===== config.mk =====
export PLATFORM = sky130hd
export DESIGN_NAME = execute
export DESIGN_NICKNAME = d
export VERILOG_FILES = /design/src/rtl/ecap5_dproc_pkg.sv /design/src/rtl/alu.sv /design/src/rtl/execute.sv
export SDC_FILE = /design/constraint.sdc
export NUM_CORES = 1
export LEC_CHECK = 0
export BUFFER_PORTS_ARGS = -buffer_cell sky130_fd_sc_hd__clkbuf_2
export CORE_MARGIN = 5
export CORE_UTILIZATION = 33
export CTS_CLUSTER_DIAMETER = 80
export DETAILED_ROUTE_END_ITERATION = 10
export GPL_ROUTABILITY_DRIVEN = 0
export PLACE_DENSITY = 0.55
export SETUP_SLACK_MARGIN = 0.1
export SYNTH_ARGS = -nofsm -noshare
export SYNTH_HDL_FRONTEND = slang
export SYNTH_HIERARCHICAL = 1
export SYNTH_SLANG_ARGS = --single-unit
export TNS_END_PERCENT = 10

===== constraint.sdc =====
create_clock -name clk_i -period 3.15 [get_ports clk_i]
set_input_delay 0.1575 -clock clk_i [delete_from_list [all_inputs] [get_ports clk_i]]
set_output_delay 0.1575 -clock clk_i [all_outputs]
set_load 0.01 [all_outputs]

===== src/rtl/ecap5_dproc_pkg.sv =====
// Shared constants for the ECAP5-DPROC pipeline: ALU operation and branch
// condition encodings used by both decode and execute.
package ecap5_dproc_pkg;

    localparam logic [2:0] ALU_ADD  = 3'b000;
    localparam logic [2:0] ALU_SLL  = 3'b001;
    localparam logic [2:0] ALU_SLT  = 3'b010;
    localparam logic [2:0] ALU_SLTU = 3'b011;
    localparam logic [2:0] ALU_XOR  = 3'b100;
    localparam logic [2:0] ALU_SHR  = 3'b101;
    localparam logic [2:0] ALU_OR   = 3'b110;
    localparam logic [2:0] ALU_AND  = 3'b111;

    localparam logic [2:0] NO_BRANCH     = 3'b000;
    localparam logic [2:0] BRANCH_UNCOND = 3'b001;
    localparam logic [2:0] BRANCH_BEQ    = 3'b010;
    localparam logic [2:0] BRANCH_BNE    = 3'b011;
    localparam logic [2:0] BRANCH_BLT    = 3'b100;
    localparam logic [2:0] BRANCH_BGE    = 3'b101;
    localparam logic [2:0] BRANCH_BLTU   = 3'b110;
    localparam logic [2:0] BRANCH_BGEU   = 3'b111;

endpackage


===== src/rtl/alu.sv =====
// Combinational ALU of the execute stage; ops follow the RV32I funct3 encoding.
module alu
    import ecap5_dproc_pkg::*;
(
    input  logic [31:0] op1_i,
    input  logic [31:0] op2_i,
    input  logic [2:0]  op_i,
    input  logic        sub_i,
    input  logic        shift_left_i,
    input  logic        signed_shift_i,
    output logic [31:0] result_o
);

    logic [4:0]  shamt;
    logic [31:0] shift_right;

    assign shamt = op2_i[4:0];

    always_comb begin
        if (signed_shift_i) begin
            shift_right = 32'($signed(op1_i) >>> shamt);
        end else begin
            shift_right = op1_i >> shamt;
        end
    end

    always_comb begin
        result_o = '0;
        unique case (op_i)
            ALU_ADD:  result_o = sub_i ? (op1_i - op2_i) : (op1_i + op2_i);
            ALU_SLL,
            ALU_SHR:  result_o = shift_left_i ? (op1_i << shamt) : shift_right;
            ALU_SLT:  result_o = {31'd0, $signed(op1_i) < $signed(op2_i)};
            ALU_SLTU: result_o = {31'd0, op1_i < op2_i};
            ALU_XOR:  result_o = op1_i ^ op2_i;
            ALU_OR:   result_o = op1_i | op2_i;
            ALU_AND:  result_o = op1_i & op2_i;
            default:  result_o = '0;
        endcase
    end

endmodule


===== src/rtl/execute.sv =====
// Execute stage: ALU, branch evaluation and the output pipeline register with
// valid/ready handshakes on both sides and a one-cycle redirect pulse.
module execute
    import ecap5_dproc_pkg::*;
(
    input  logic        clk_i,
    input  logic        rst_i,

    output logic        input_ready_o,
    input  logic        input_valid_i,
    input  logic [31:0] pc_i,
    input  logic [31:0] alu_operand1_i,
    input  logic [31:0] alu_operand2_i,
    input  logic [2:0]  alu_op_i,
    input  logic        alu_sub_i,
    input  logic        alu_shift_left_i,
    input  logic        alu_signed_shift_i,
    input  logic [2:0]  branch_cond_i,
    input  logic [19:0] branch_offset_i,
    input  logic        reg_write_i,
    input  logic [4:0]  reg_addr_i,
    input  logic        ls_enable_i,
    input  logic        ls_write_i,
    input  logic [31:0] ls_write_data_i,
    input  logic [3:0]  ls_sel_i,
    input  logic        ls_unsigned_load_i,

    input  logic        output_ready_i,
    output logic        output_valid_o,
    output logic [31:0] result_o,
    output logic        reg_write_o,
    output logic [4:0]  reg_addr_o,
    output logic        ls_enable_o,
    output logic        ls_write_o,
    output logic [31:0] ls_write_data_o,
    output logic [3:0]  ls_sel_o,
    output logic        ls_unsigned_load_o,
    output logic        branch_o,
    output logic [31:0] branch_target_o
);

    logic [31:0] alu_result;
    logic        taken;
    logic        eq, lt, ltu;
    logic [31:0] target;
    logic        accept;

    alu u_alu (
        .op1_i          (alu_operand1_i),
        .op2_i          (alu_operand2_i),
        .op_i           (alu_op_i),
        .sub_i          (alu_sub_i),
        .shift_left_i   (alu_shift_left_i),
        .signed_shift_i (alu_signed_shift_i),
        .result_o       (alu_result)
    );

    assign eq  = (alu_operand1_i == alu_operand2_i);
    assign lt  = ($signed(alu_operand1_i) < $signed(alu_operand2_i));
    assign ltu = (alu_operand1_i < alu_operand2_i);

    always_comb begin
        taken = 1'b0;
        unique case (branch_cond_i)
            NO_BRANCH:     taken = 1'b0;
            BRANCH_UNCOND: taken = 1'b1;
            BRANCH_BEQ:    taken = eq;
            BRANCH_BNE:    taken = !eq;
            BRANCH_BLT:    taken = lt;
            BRANCH_BGE:    taken = !lt;
            BRANCH_BLTU:   taken = ltu;
            BRANCH_BGEU:   taken = !ltu;
            default:       taken = 1'b0;
        endcase
    end

    // Offset is in half-words; append the implicit zero and sign-extend.
    assign target = pc_i + {{11{branch_offset_i[19]}}, branch_offset_i, 1'b0};

    assign input_ready_o = !output_valid_o || output_ready_i;
    assign accept        = input_valid_i && input_ready_o;

    always_ff @(posedge clk_i or negedge rst_i) begin
        if (!rst_i) begin
            output_valid_o     <= 1'b0;
            result_o           <= '0;
            reg_write_o        <= 1'b0;
            reg_addr_o         <= '0;
            ls_enable_o        <= 1'b0;
            ls_write_o         <= 1'b0;
            ls_write_data_o    <= '0;
            ls_sel_o           <= '0;
            ls_unsigned_load_o <= 1'b0;
            branch_o           <= 1'b0;
            branch_target_o    <= '0;
        end else if (accept) begin
            output_valid_o     <= 1'b1;
            result_o           <= alu_result;
            reg_write_o        <= reg_write_i;
            reg_addr_o         <= reg_addr_i;
            ls_enable_o        <= ls_enable_i;
            ls_write_o         <= ls_write_i;
            ls_write_data_o    <= ls_write_data_i;
            ls_sel_o           <= ls_sel_i;
            ls_unsigned_load_o <= ls_unsigned_load_i;
            branch_o           <= taken;
            branch_target_o    <= target;
        end else begin
            // Redirect pulses only on the first cycle, even if stalled.
            branch_o <= 1'b0;
            if (output_ready_i) begin
                output_valid_o <= 1'b0;
            end
        end
    end

endmodule


======== Word level (Yosys, flattened, before mapping) ========
Cells that the tools add are included.
word-level totals
  input port bits ......................... 174
  output and inout bits ................... 112
  logic and storage cells ................. 55
  register bits after elaboration ......... 111
cells by class
  magnitude comparators ................... 2
  $add $sub $neg .......................... 3
  reduce and logical (&&, ||, !) cells .... 10
  equal/unequal tests ..................... 15
  muxes and demuxes ....................... 8
  bitwise gates (word level) .............. 3
  shifts and indexed selects .............. 3
operator list
  kind                                           count
  case mux 32 bit (7 select lines)               1
  2-to-1 mux 32 bit                              3
  adder 32 bit                                   2
  < comparator 32 bit                            2
  bitwise AND 32 bit                             1
  == test 32 bit                                 1
  OR 32 bit                                      1
  << shifter 32 x 5 -> 32 bit                    1
  >> shifter 32 x 5 -> 32 bit                    1
  >>> shifter 32 x 5 -> 32 bit                   1
  subtractor 32 bit                              1
  XOR 32 bit                                     1
  == test 3 bit, second input constant           8
  == test 3 x 2 -> 1 bit, second input constant  4
  case mux 1 bit (8 select lines)                1
  == test 3 x 1 -> 1 bit, second input constant  2
  zero test 3 bit                                2
  zero test 1 bit                                4
  2-to-1 mux 1 bit                               3
  nonzero test 2 bit                             1
  OR reduction 2 bit                             1
  logical AND 1 bit                              1
  logical OR 1 bit                               1

======== Logic depth before layout (Yosys ltp) ========
  depth after elaboration ................. 4
  gate-level depth with buffers ........... 17
  gate-level depth less buffers ........... 14

======== Hierarchy ========
The synthesis kept the hierarchy.
modules (own cells, without submodules)
  module   area each (sq um)  instances  cells each  sequential area each (sq um)
  alu      8849.7             1          1275        0.0
  execute  6678.9             1          800         2777.7

======== Worst setup path after synthesis ========
No wires, ideal clock.
  kind .................................... input port to flip-flop
  start point ............................. input alu_operand2_i[2]
  end point ............................... register result_o[30]
  buffers on the path ..................... 4
  data required time ...................... 3.085 ns
  slack ................................... -0.230 ns
  stages on the path ...................... 17
  setup time .............................. 0.065 ns
  arrival ................................. 3.315 ns
  path through ............................ clkbuf_1 -> inv_2 -> buf_2 -> clkbuf_1 -> ha_1 -> buf_6 -> or2_4 -> a221oi_2 -> and4b_2 -> o21ai_2 -> o31ai_4 -> a21boi_2 -> o221a_4 -> o221a_1 -> nand2_1 -> nand2_1 -> nand2_1
between the ends
  word-level cells in the longest chain between the ends .. 4
  elaborated cells between the ends (all ways) .. 9
  those cells by class .................... add/sub: 2; shift: 3; mux: 4
ends and longest elaborated chain
  element                                                               RTL line       RTL
  start, declared                                                       execute.sv:13  input logic [31:0] alu_operand2_i,
  parallel branches: the longest is 3 deep, another holds adder 32 bit  --
  case mux 32 bit (7 select lines) (*)                                  alu.sv:29      unique case (op_i)
  via alu_result[30]                                                    execute.sv:42  logic [31:0] alu_result;
  end signal, assigned                                                  execute.sv:98  result_o <= alu_result;
  end, declared                                                         execute.sv:30  output logic [31:0] result_o,
Mark *: on every way through the listed nets, which the timed path passes.
A chain may end at the register's enable or synchronous reset.

======== Worst setup path after layout ========
  start point ............................. input alu_operand1_i[17]
  end point ............................... register result_o[29]
between the ends
  word-level cells in the longest chain between the ends .. 4
  elaborated cells between the ends (all ways) .. 9
  those cells by class .................... add/sub: 2; shift: 3; mux: 4
ends and longest elaborated chain
  element                                                               RTL line       RTL
  start, declared                                                       execute.sv:12  input logic [31:0] alu_operand1_i,
  parallel branches: the longest is 3 deep, another holds adder 32 bit  --
  case mux 32 bit (7 select lines) (*)                                  alu.sv:29
  via alu_result[29]                                                    execute.sv:42
Marked as above.

==> flow_metrics.env <==
export IMPL_status="completed"
export IMPL_clock_sinks=111
export IMPL_die_height_um=227
export IMPL_setup_tns_ps=0
export IMPL_layout_common_cells="nand2_1, clkbuf_2, nor2_1"
export IMPL_initial_core_util_pct=33.4
export IMPL_yosysWarnings=6
export IMPL_r2r_start="output_valid_o"
export IMPL_critPathRequiredTime_ps=3450
export IMPL_min_period_over_period_pct=91.0
export IMPL_synth_area_per_cell_um2=7.48
export IMPL_hold_path_class="input pin to register"
export IMPL_ctsResizeCount=0
export IMPL_final_common_cell="nand2_1"
export IMPL_drive_gt1_share_pct=22.2
export IMPL_cp_start_kind="input pin"
export IMPL_syn_inst=2075
export IMPL_max_slew_margin_pct=19.1
export IMPL_io_buffers=285
export IMPL_hold_viol_final=0
export IMPL_core_area_um2=46600
export IMPL_regToRegEndpoint="branch_target_o[14]"
export IMPL_cp_endpoint="result_o[29]"
export IMPL_post_cts_buffers=0
export IMPL_fp_dieW_um=227
export IMPL_grt_max_degree=77
export IMPL_p_per_area_nw_per_um2=333
export IMPL_drtIter0Drc=1964
export IMPL_async_reset_ff_share_pct=100
export IMPL_crit_path_start="alu_operand1_i[17]"
export IMPL_root_buffer="clkbuf_16"
export IMPL_worstPathArrival_ps=3170
export IMPL_io_pins=286
export IMPL_setup_viol=0
export IMPL_dr_pass1_iters=6
export IMPL_synth_ff_type="dfrtp_1"
export IMPL_antenna_found_initial=3
export IMPL_grt_pass1_vias=16534
export IMPL_grt_first_pass_wirelength_mm=97.4
export IMPL_synthesis_area_um2=15500
export IMPL_overflow=0
export IMPL_routed_wirelength_mm=65.2
export IMPL_leakage_nw=9.10
export IMPL_ys_ff_latch=111
export IMPL_drcViolationCount=0
export IMPL_ir_drop_v=0.000287
export IMPL_timing_fmax_ghz=0.349
export IMPL_fill_cells=4850
export IMPL_cts_clk_slew_worst_paths_ps=80
export IMPL_synth_nets=2411
export IMPL_dieArea_um2=51500
export IMPL_reg2reg_slack_ps=1280
export IMPL_dp_hpwl_mm=51.6
export IMPL_ys_types=108
export IMPL_wl_met1_mm=25.7
export IMPL_finalMaxSlewViolations=0
export IMPL_ant_nets=0
export IMPL_viasPerCell=5.78
export IMPL_clkLatencyLatePin_ps=370
export IMPL_grtUsageTotal_pct=24.1
export IMPL_max_cap_violations=0
export IMPL_wl_per_cell_um=21.6
export IMPL_met2_length_mm=29.9
export IMPL_period_minus_slack_ps=2870
export IMPL_vias=17481
export IMPL_setup_worst_path_end_class="register"
export IMPL_cp_max_fo=12
export IMPL_holdWs_ps=29.3
export IMPL_core_rowCount=79
export IMPL_cts_buffers=9
export IMPL_worstSetupPathType="input pin to register"
export IMPL_met3_wirelength_mm=6.30
export IMPL_skew_ps=7.68
export IMPL_dr_max_layer_used="met5"
export IMPL_reg2reg_depth=4
export IMPL_cts_tree="done"
export IMPL_rsz0062_at_grt="false"
export IMPL_nNetsFinal=2746
export IMPL_h_tree_depth=3
export IMPL_area_growth_syn_to_layout_pct=21.0
export IMPL_clk_path_buf_depth=2
export IMPL_ys_seq_area_share_pct=17.9
export IMPL_tightestPinTransition_ps=1200
export IMPL_synth_edff_count=0
per-layer routing:
layer	up-vias	GRT usage, %
met2	995	39.4
met4	2	10.4
met5	-	0
met1	8265	31.3
li1	8054	-
met3	165	4.22
repair_timing:
item	CTS	global route
hold buffers	44	0
endpoints found under the setup margin	0	0
endpoints found under the hold margin	91	0
cell families after synthesis:
| logic type | synth area share [%] |
|---|---|
| xor+xnor | 2.59 |
| flops | 17.9 |
| fa+ha+maj | 13.2 |
| buf+inv | 8.52 |
| compound gates | 25.4 |
| simple gates | 21.1 |
| mux | 11.3 |
layout make-up:
| type | count | area, um^2 | share of cell area [%] |
|---|---|---|---|
| multi-input combinational | 1672 | 11400 | 60.9 |
| timing repair buffer | 460 | 2930 | 15.6 |
| sequential | 111 | 2780 | 14.8 |
| tap | 607 | 759 | 4.04 |
| inverter | 156 | 586 | 3.12 |
| clock buffer | 9 | 225 | 1.20 |
| clock inverter | 6 | 68.8 | 0.366 |
| antenna | 2 | 5.00 | 0.0266 |
worst min path at each step:
| stage | start | slack (ps) | end | cells past startpoint |
|---|---|---|---|---|
| CTS | branch_cond_i[0] | 1 | branch_o | 3 |
| global route | input_valid_i | 40 | output_valid_o | 2 |
| finish | branch_cond_i[0] | 30 | branch_o | 3 |
| floorplan | rst_i | -140 | branch_o | 0 |
| global placement | rst_i | 280 | ls_write_data_o[9] | 1 |
| detailed placement | rst_i | 280 | ls_unsigned_load_o | 1 |
sequential cells by signal, indices dropped and copies added, names as in the netlist:
| signal | cells |
|---|---|
| output_valid_o | 1 |
| branch_o | 1 |
| ls_write_data_o | 32 |
| branch_target_o | 32 |
| reg_write_o | 1 |
| ls_unsigned_load_o | 1 |
| ls_sel_o | 4 |
| ls_write_o | 1 |
| ls_enable_o | 1 |
| result_o | 32 |
| reg_addr_o | 5 |
where the power goes:
part	internal, mW	total (mW)	switching (mW)
combinational	1.29	3.27	1.98
clock	0.620	1.21	0.585
sequential	1.66	1.80	0.139
total	3.56	6.27	2.70
worst max-delay path: stages:
cell	delay, ps
clkbuf_2	250
inv_1	80
ha_1	360
inv_1	160
nand2_1	150
nor3_1	360
nand4_1	190
o211ai_1	460
a211oi_1	200
a311oi_2	250
xnor2_1	90
o21ai_0	290
nand2_1	90
nand2_1	80
metrics by stage:
| stage | util (%) | worst slack, ps | cells | area (um^2) | power [mW] |
|---|---|---|---|---|---|
| floorplan | - | 44.1 | 2075 | 15500 | 3.72 |
| CTS | 40.4 | 446 | 3021 | 18800 | 6.29 |
| global placement | 38.8 | 74.4 | 2962 | 18100 | 4.97 |
| detailed placement | 38.8 | 68.2 | 2962 | 18100 | 4.99 |
| finish | 40.4 | 284 | 3023 | 18800 | 6.27 |
| global route | 40.4 | 187 | 3022 | 18800 | 6.67 |
cells in the mapped netlist (20+ instances only):
cell / instances / area [um^2]
mux4_2: 55 / 1240
a21o_1: 23 / 173
clkbuf_1: 67 / 251
o31ai_1: 22 / 165
o211ai_1: 23 / 173
a22oi_1: 20 / 150
nor3_1: 50 / 250
buf_1: 24 / 90.1
dfrtp_1: 111 / 2780
ha_1: 159 / 1990
nor2_1: 182 / 683
xnor2_1: 39 / 342
inv_1: 151 / 567
o21ai_0: 157 / 786
nand2_1: 408 / 1530
nand3_1: 20 / 100
a21oi_1: 147 / 736
a211oi_1: 30 / 225
mux2i_1: 42 / 420
(Power assumes the default switching activity.)
